$ cat src/rtl/memory_controller_pkg.sv
// Shared encodings and helpers for the unified byte-wide memory controller.
package memory_controller_pkg;

  localparam logic [1:0] SIZE_B = 2'b00;
  localparam logic [1:0] SIZE_H = 2'b01;
  localparam logic [1:0] SIZE_W = 2'b10;

  localparam logic        TRUE      = 1'b1;
  localparam logic        FALSE     = 1'b0;
  localparam logic [31:0] ZERO_WORD = 32'h0000_0000;

  typedef enum logic [1:0] {
    ST_IDLE,
    ST_READ,
    ST_WRITE
  } state_t;

  typedef enum logic {
    OWNER_IF,
    OWNER_LSB
  } owner_t;

  // Byte count for an access size; the illegal encoding behaves as a word.
  function automatic logic [2:0] byte_count(input logic [1:0] size);
    case (size)
      SIZE_B:  return 3'd1;
      SIZE_H:  return 3'd2;
      SIZE_W:  return 3'd4;
      default: return 3'd4;
    endcase
  endfunction

endpackage

$ cat src/rtl/memory_controller_byte_lane_assembler.sv
// Byte counter plus 4x8 little-endian assembly buffer shared by both requesters.
module memory_controller_byte_lane_assembler (
  input  logic        clk,
  input  logic        rst,
  input  logic        clear,
  input  logic        step,
  input  logic [7:0]  din,
  output logic [2:0]  count,
  output logic [31:0] word_next
);

  logic [3:0][7:0] lanes;
  logic [3:0][7:0] lanes_nx;
  logic [1:0]      lane;

  // Read data trails its address by one cycle, so lane k fills on step k+1.
  always_comb begin
    lanes_nx = lanes;
    lane     = count[1:0] - 2'd1;
    if (step && (count != 3'd0)) lanes_nx[lane] = din;
  end

  assign word_next = lanes_nx;

  // Counter and buffer; clear wins over step so a finishing access leaves both at zero.
  always_ff @(posedge clk or negedge rst) begin
    if (!rst) begin
      count <= '0;
      lanes <= '0;
    end else if (clear) begin
      count <= '0;
      lanes <= '0;
    end else if (step) begin
      count <= count + 3'd1;
      lanes <= lanes_nx;
    end
  end

endmodule

$ cat src/rtl/memory_controller.sv
// Sole owner of the byte-wide RAM port; serialises fetch and load/store accesses.
module memory_controller
  import memory_controller_pkg::*;
#(
  parameter int unsigned ADDR_WIDTH = 32
) (
  input  logic                  clk,
  input  logic                  rst,
  input  logic [7:0]            mem_din,
  output logic [7:0]            mem_dout,
  output logic [ADDR_WIDTH-1:0] mem_a,
  output logic                  mem_wr,
  input  logic                  if_request_in,
  input  logic [ADDR_WIDTH-1:0] if_address_in,
  output logic                  if_ready_out,
  output logic [31:0]           if_instruction_out,
  input  logic                  lsb_request_in,
  input  logic                  lsb_write_in,
  input  logic [1:0]            lsb_size_in,
  input  logic [ADDR_WIDTH-1:0] lsb_address_in,
  input  logic [31:0]           lsb_data_in,
  output logic                  lsb_ready_out,
  output logic [31:0]           lsb_data_out,
  input  logic                  rob_rollback_in
);

  state_t                state, state_nx;
  owner_t                owner, owner_nx;
  logic [2:0]            n_bytes, n_nx, n_last;
  logic                  fetch_pending, pend_nx, fetch_take;
  logic [ADDR_WIDTH-1:0] fetch_addr, faddr_nx, mem_a_nx;
  logic                  mem_wr_nx, if_ready_nx, lsb_ready_nx;
  logic [7:0]            mem_dout_nx;
  logic [31:0]           if_instr_nx, lsb_data_nx, word_next;
  logic                  asm_clear, asm_step;
  logic [2:0]            count;
  logic [3:0][7:0]       store_bytes;
  logic [1:0]            next_lane;

  assign store_bytes = lsb_data_in;
  assign n_last      = n_bytes - 3'd1;
  assign next_lane   = count[1:0] + 2'd1;

  memory_controller_byte_lane_assembler u_lanes (
    .clk       (clk),
    .rst       (rst),
    .clear     (asm_clear),
    .step      (asm_step),
    .din       (mem_din),
    .count     (count),
    .word_next (word_next)
  );

  // Registered state and all registered outputs.
  always_ff @(posedge clk or negedge rst) begin
    if (!rst) begin
      state              <= ST_IDLE;
      owner              <= OWNER_IF;
      n_bytes            <= '0;
      fetch_pending      <= FALSE;
      fetch_addr         <= '0;
      mem_a              <= '0;
      mem_wr             <= FALSE;
      mem_dout           <= '0;
      if_ready_out       <= FALSE;
      if_instruction_out <= ZERO_WORD;
      lsb_ready_out      <= FALSE;
      lsb_data_out       <= ZERO_WORD;
    end else begin
      state              <= state_nx;
      owner              <= owner_nx;
      n_bytes            <= n_nx;
      fetch_pending      <= pend_nx;
      fetch_addr         <= faddr_nx;
      mem_a              <= mem_a_nx;
      mem_wr             <= mem_wr_nx;
      mem_dout           <= mem_dout_nx;
      if_ready_out       <= if_ready_nx;
      if_instruction_out <= if_instr_nx;
      lsb_ready_out      <= lsb_ready_nx;
      lsb_data_out       <= lsb_data_nx;
    end
  end

  // Arbitration, byte sequencing, completion and fetch-pending bookkeeping.
  always_comb begin
    state_nx     = state;
    owner_nx     = owner;
    n_nx         = n_bytes;
    mem_a_nx     = mem_a;
    mem_wr_nx    = mem_wr;
    mem_dout_nx  = mem_dout;
    if_ready_nx  = FALSE;
    if_instr_nx  = if_instruction_out;
    lsb_ready_nx = FALSE;
    lsb_data_nx  = lsb_data_out;
    asm_clear    = FALSE;
    asm_step     = FALSE;
    fetch_take   = FALSE;
    pend_nx      = fetch_pending;
    faddr_nx     = fetch_addr;

    unique case (state)
      ST_IDLE: begin
        mem_wr_nx = FALSE;
        if (lsb_request_in) begin
          owner_nx  = OWNER_LSB;
          n_nx      = byte_count(lsb_size_in);
          mem_a_nx  = lsb_address_in;
          asm_clear = TRUE;
          if (lsb_write_in) begin
            state_nx    = ST_WRITE;
            mem_wr_nx   = TRUE;
            mem_dout_nx = store_bytes[0];
          end else begin
            state_nx = ST_READ;
          end
        end else if (!rob_rollback_in && (fetch_pending || if_request_in)) begin
          owner_nx   = OWNER_IF;
          n_nx       = byte_count(SIZE_W);
          mem_a_nx   = fetch_pending ? fetch_addr : if_address_in;
          asm_clear  = TRUE;
          fetch_take = TRUE;
          state_nx   = ST_READ;
        end
      end
      ST_READ: begin
        if ((owner == OWNER_IF) && rob_rollback_in) begin
          state_nx  = ST_IDLE;
          asm_clear = TRUE;
        end else begin
          // Step also on the final edge so word_next includes the last lane.
          asm_step = TRUE;
          if (count < n_last) mem_a_nx = mem_a + ADDR_WIDTH'(1);
          if (count == n_bytes) begin
            state_nx  = ST_IDLE;
            asm_clear = TRUE;
            if (owner == OWNER_IF) begin
              if_ready_nx = TRUE;
              if_instr_nx = word_next;
            end else begin
              lsb_ready_nx = TRUE;
              lsb_data_nx  = word_next;
            end
          end
        end
      end
      ST_WRITE: begin
        if (count < n_last) begin
          asm_step    = TRUE;
          mem_a_nx    = mem_a + ADDR_WIDTH'(1);
          mem_dout_nx = store_bytes[next_lane];
        end else begin
          mem_wr_nx    = FALSE;
          lsb_ready_nx = TRUE;
          state_nx     = ST_IDLE;
          asm_clear    = TRUE;
        end
      end
      default: state_nx = ST_IDLE;
    endcase

    // A pulse arriving while busy (or losing arbitration) is remembered for later.
    if (rob_rollback_in) begin
      pend_nx = FALSE;
    end else begin
      if (fetch_take) pend_nx = FALSE;
      if (if_request_in && !(fetch_take && !fetch_pending)) begin
        pend_nx  = TRUE;
        faddr_nx = if_address_in;
      end
    end
  end

endmodule

$ cat config.mk
export PLATFORM = sky130hd
export DESIGN_NAME = memory_controller
export DESIGN_NICKNAME = d
export VERILOG_FILES = /design/src/rtl/memory_controller_pkg.sv /design/src/rtl/memory_controller_byte_lane_assembler.sv /design/src/rtl/memory_controller.sv
export SDC_FILE = /design/constraint.sdc
export NUM_CORES = 1
export LEC_CHECK = 0
export CORE_MARGIN = 8
export CORE_UTILIZATION = 51
export CTS_CLUSTER_SIZE = 10
export DETAILED_ROUTE_END_ITERATION = 8
export MAX_ROUTING_LAYER = met4
export PLACE_DENSITY = 0.81
export SLEW_MARGIN = 20
export SYNTH_ARGS = -nofsm -noshare
export SYNTH_HDL_FRONTEND = slang
export SYNTH_HIERARCHICAL = 1
export SYNTH_SLANG_ARGS = --single-unit
$ cat constraint.sdc
create_clock -name clk -period 3.9 [get_ports clk]
set_clock_uncertainty 0.15 [all_clocks]
set_input_delay 0.39 -clock clk [delete_from_list [all_inputs] [get_ports clk]]
set_output_delay 0.39 -clock clk [all_outputs]
set_load 0.005 [all_outputs]
==> tab_implementation.tex <==
\begin{tabular}{lr}
\hline
Metric & Value \\
\hline
\multicolumn{2}{l}{\textbf{Setup path}} \\
\quad Setup crit start kind & flop \\
\quad Worst-path fanout max & 16 \\
\quad Worst setup EP type & flop \\
\quad Register-to-Register Setup Slack & 0.51 ns \\
\quad Data arrival time of the critical path & 3.56 ns \\
\quad Worst Path Required & 4.07 ns \\
\quad Crit path kind & flop to flop \\
\multicolumn{2}{l}{\textbf{Place}} \\
\quad GP Congestion & 0.849 \\
\quad Estimated wirelength of the detail-placed design & 18700 um \\
\quad Count of input and output buffers & 218 \\
\quad Pre-CTS worst setup slack & 0.555 ns \\
\multicolumn{2}{l}{\textbf{Clocking}} \\
\quad CTS buffer count & 17 \\
\quad Clock root buffer & sky130\_fd\_sc\_hd\_\_clkbuf\_16 \\
\quad Num Clock Sinks & 181 \\
\quad Post-CTS setup-driven buffer insertion count & 0 \\
\quad Number of gates resized after CTS & 0 \\
\quad TritonCTS clock tree & built \\
\quad CTS H-Tree Depth & 4 \\
\quad Clock-pin transition on the worst setup and hold timing paths & 0.08 ns \\
\quad Longest Clk Path Bufs & 2 \\
\quad Hold-fix buffers at CTS & 1 \\
\quad Insertion delay of the later-clocked pin in the worst-skew pair & 0.44 ns \\
\multicolumn{2}{l}{\textbf{Finish}} \\
\quad Utilization after layout & 0.676 \\
\quad Area Growth Syn to Fin & 31.2\% \\
\quad Layout cell share with drive strength beyond 1 & 0.200 \\
\quad Most common library cell in the layout ignoring fill and taps & sky130\_fd\_sc\_hd\_\_clkdlybuf4s50\_1 \\
\quad Top library cells by usage in the layout, fill and taps aside & sky130\_fd\_sc\_hd\_\_clkdlybuf4s50\_1, sky130\_fd\_sc\_hd\_\_dfrtp\_1, sky130\_fd\_sc\_hd\_\_mux2\_2 \\
\quad Number of inserted diodes & 0 \\
\quad Net count of the finished layout & 1178 \\
\multicolumn{2}{l}{\textbf{Drt}} \\
\quad Number of DRC violations after detailed routing & 0 \\
\quad Iter 0 DRT Violations & 374 \\
\quad Via density per instance & 5.79 \\
\quad Routed WL & 26300 um \\
\quad Initial DRT Pass Iterations & 4 \\
\quad Via count of the routed design & 7511 \\
\quad Average routed wire per standard cell & 20.3 um \\
\quad Count of antenna-violating nets left after detailed routing & 0 \\
\multicolumn{2}{l}{\textbf{Logic synthesis}} \\
\quad Part of the Yosys area used for sequential elements & 0.473 \\
\quad Leading area contributor after synthesis & sky130\_fd\_sc\_hd\_\_dfrtp\_1 \\
\quad Cells after synthesis & 850 \\
\quad Synthesized area per cell & 11.3 um2 \\
\quad Flip-flop cell with the highest count after synthesis & sky130\_fd\_sc\_hd\_\_dfrtp\_1 \\
\quad Unique masters post-synth & 65 \\
\quad Area of the mapped netlist & 9570 um2 \\
\quad Most area-consuming cells after synthesis & sky130\_fd\_sc\_hd\_\_dfrtp\_1, sky130\_fd\_sc\_hd\_\_mux2\_2, sky130\_fd\_sc\_hd\_\_mux2i\_1, sky130\_fd\_sc\_hd\_\_a21oi\_1, sky130\_fd\_sc\_hd\_\_nand2b\_1 \\
\quad Portion of synthesized cell area occupied by the leading cell type & 0.473 \\
\quad Post-Syn Nets & 977 \\
\quad Number of enable flip-flop cells after synthesis & 0 \\
\quad Register bit total from synthesis & 181 \\
\quad Ys async rst share & 1.00 \\
\quad Number of warning messages in the yosys log & 6 \\
\multicolumn{2}{l}{\textbf{Die}} \\
\quad Die outline height & 153 um \\
\quad Placement row count & 50 \\
\quad Die width & 153 um \\
\quad Die outline area & 23400 um2 \\
\quad Initial cell density of the core & 0.515 \\
\quad Top Ports & 219 \\
\quad Core Area & 18600 um2 \\
\multicolumn{2}{l}{\textbf{STA}} \\
\quad Final setup violation count & 0 \\
\quad Min Clock Period, post-route & 3.39 ns \\
\quad Count of final hold-check violations & 0 \\
\quad Setup repair after global routing missed its margin & no \\
\quad Post-route worst setup slack & 0.510 ns \\
\quad Worst-Margin Slew & 0.917 ns \\
\quad Worst slew margin relative to its limit & 0.388 \\
\quad Final Slew Violations & 0 \\
\quad Setup TNS & 0 ns \\
\quad Peak Freq & 0.295 GHz \\
\quad Tcrit/Tclk final & 0.869 \\
\multicolumn{2}{l}{\textbf{Run status}} \\
\quad Result of the run & completed \\
\multicolumn{2}{l}{\textbf{Global route}} \\
\quad Global-route wire length before repair & 41800 um \\
\quad Via count of the first global-routing pass & 7673 \\
\quad Pin count of the biggest net entering global routing & 77 \\
\quad Global Route Usage Sum & 0.229 \\
\quad GRT overflow & 0 \\
\quad Number of antenna violations at the first check in global routing & 0 \\
\multicolumn{2}{l}{\textbf{Pwr}} \\
\quad Maximum VDD drop & 0.000704 V \\
\quad PD cells & 644 nW/um2 \\
\quad Total leakage power & 5.58 nW \\
\multicolumn{2}{l}{\textbf{Hold path}} \\
\quad Hold crit path type & flop to flop \\
\multicolumn{2}{l}{\textbf{Job}} \\
\quad MaxCap Viol Count & 0 \\
\hline
\end{tabular}
-- synth_stat cells (3+ instances only) --
cell type / n
sky130_fd_sc_hd__xor2_1: 3
sky130_fd_sc_hd__dfrtp_1: 181
sky130_fd_sc_hd__nand3_1: 13
sky130_fd_sc_hd__a21oi_1: 52
sky130_fd_sc_hd__o221a_2: 3
sky130_fd_sc_hd__ha_1: 15
sky130_fd_sc_hd__mux2_1: 5
sky130_fd_sc_hd__nand2b_1: 36
sky130_fd_sc_hd__buf_6: 3
sky130_fd_sc_hd__a21o_1: 3
sky130_fd_sc_hd__o22ai_1: 19
sky130_fd_sc_hd__nand4b_1: 3
sky130_fd_sc_hd__and2_1: 3
sky130_fd_sc_hd__o21ai_0: 41
sky130_fd_sc_hd__nand3_2: 6
sky130_fd_sc_hd__mux2_4: 4
sky130_fd_sc_hd__buf_2: 24
sky130_fd_sc_hd__nor2_1: 32
sky130_fd_sc_hd__nor3_1: 6
sky130_fd_sc_hd__nor2b_1: 13
sky130_fd_sc_hd__mux2_2: 127
sky130_fd_sc_hd__a31oi_1: 4
sky130_fd_sc_hd__o21bai_1: 3
sky130_fd_sc_hd__and3_1: 11
sky130_fd_sc_hd__nor4_1: 8
sky130_fd_sc_hd__a41o_1: 3
sky130_fd_sc_hd__clkbuf_1: 21
sky130_fd_sc_hd__nand2_1: 54
sky130_fd_sc_hd__nor4_4: 3
sky130_fd_sc_hd__a22o_1: 8
sky130_fd_sc_hd__a31o_2: 6
sky130_fd_sc_hd__inv_1: 19
sky130_fd_sc_hd__mux2i_1: 66
sky130_fd_sc_hd__nand4_1: 11
-- layer usage --
layer / global-route usage / wire [um] / up-vias
li1: - / - / 3495
met1: 0.268 / 10800 / 3743
met2: 0.382 / 13400 / 227
met3: 0.0586 / 1440 / 46
met4: 0.0707 / 604 / 0
met5: - / 0 / -
-- critical path, stage by stage, from the launching register on --
cell and delay, ns:
sky130_fd_sc_hd__dfrtp_1 0.35, sky130_fd_sc_hd__inv_1 0.06, sky130_fd_sc_hd__ha_1 0.21, sky130_fd_sc_hd__xnor2_1 0.16, sky130_fd_sc_hd__ha_1 0.26, sky130_fd_sc_hd__a21oi_1 0.18
sky130_fd_sc_hd__and2_1 0.23, sky130_fd_sc_hd__nand2_1 0.09, sky130_fd_sc_hd__a21oi_1 0.20, sky130_fd_sc_hd__buf_4 0.21, sky130_fd_sc_hd__nand3_2 0.43, sky130_fd_sc_hd__mux2_2 0.46
sky130_fd_sc_hd__mux2_1 0.30
-- kinds of logic after synthesis --
kind of cell / share of synthesized area
simple gates: 0.131
mux: 0.231
flops: 0.473
compound gates: 0.103
buf+inv: 0.0371
fa+ha+maj: 0.0196
xor+xnor: 0.00458
-- where the power goes --
group / internal, mW / switching, mW
registers: 2.28 / 0.445
clock network: 0.898 / 0.924
logic: 1.65 / 1.90
-- registers in the layout (all words and copies together) (netlist names) --
name	flops
fetch_addr	32
lsb_data_out	32
u_lanes/lanes	32
if_ready_out	1
lsb_ready_out	1
if_instruction_out	32
mem_wr	1
state	2
n_bytes	3
mem_dout	8
owner	1
u_lanes/count	3
mem_a	32
fetch_pending	1
-- through the flow --
| step | total power [mW] | cells | cell area (um2) | hold slack (ns) |
|---|---|---|---|---|
| 6_report | 8.09 | 1298 | 12600 | 0.341 |
| 5_1_grt | 8.55 | 1298 | 12600 | 0.369 |
| 4_1_cts | 8.10 | 1298 | 12600 | 0.348 |
| 3_5_place_dp | 6.25 | 1265 | 11900 | 0.318 |
| 3_3_place_gp | 6.16 | 1265 | 11900 | 0.320 |
| 2_1_floorplan | 4.93 | 850 | 9570 | -0.0556 |
-- worst paths after layout --
kind,start,endpoint,depth (start not counted)
setup / recovery,n_bytes[0],if_instruction_out[15],12
hold / removal,n_bytes[0],n_bytes[0],2
setup reg to reg,n_bytes[0],if_instruction_out[15],12
hold reg to reg,n_bytes[0],n_bytes[0],2
max in group asynchronous,rst,u_lanes/lanes[16],3
min in group asynchronous,rst,if_ready_out,2
-- cell type report --
cell class              count  area [um2]
fillers                  1397        6020
clock inverters            15         216
inverters                  20        75.1
multi-input cells         596        4690
clock buffers              17         425
repair buffers            235        2330
well taps                 234         293
flip-flops and latches    181        4530
No activity file was read; power rests on OpenSTA's default activity.
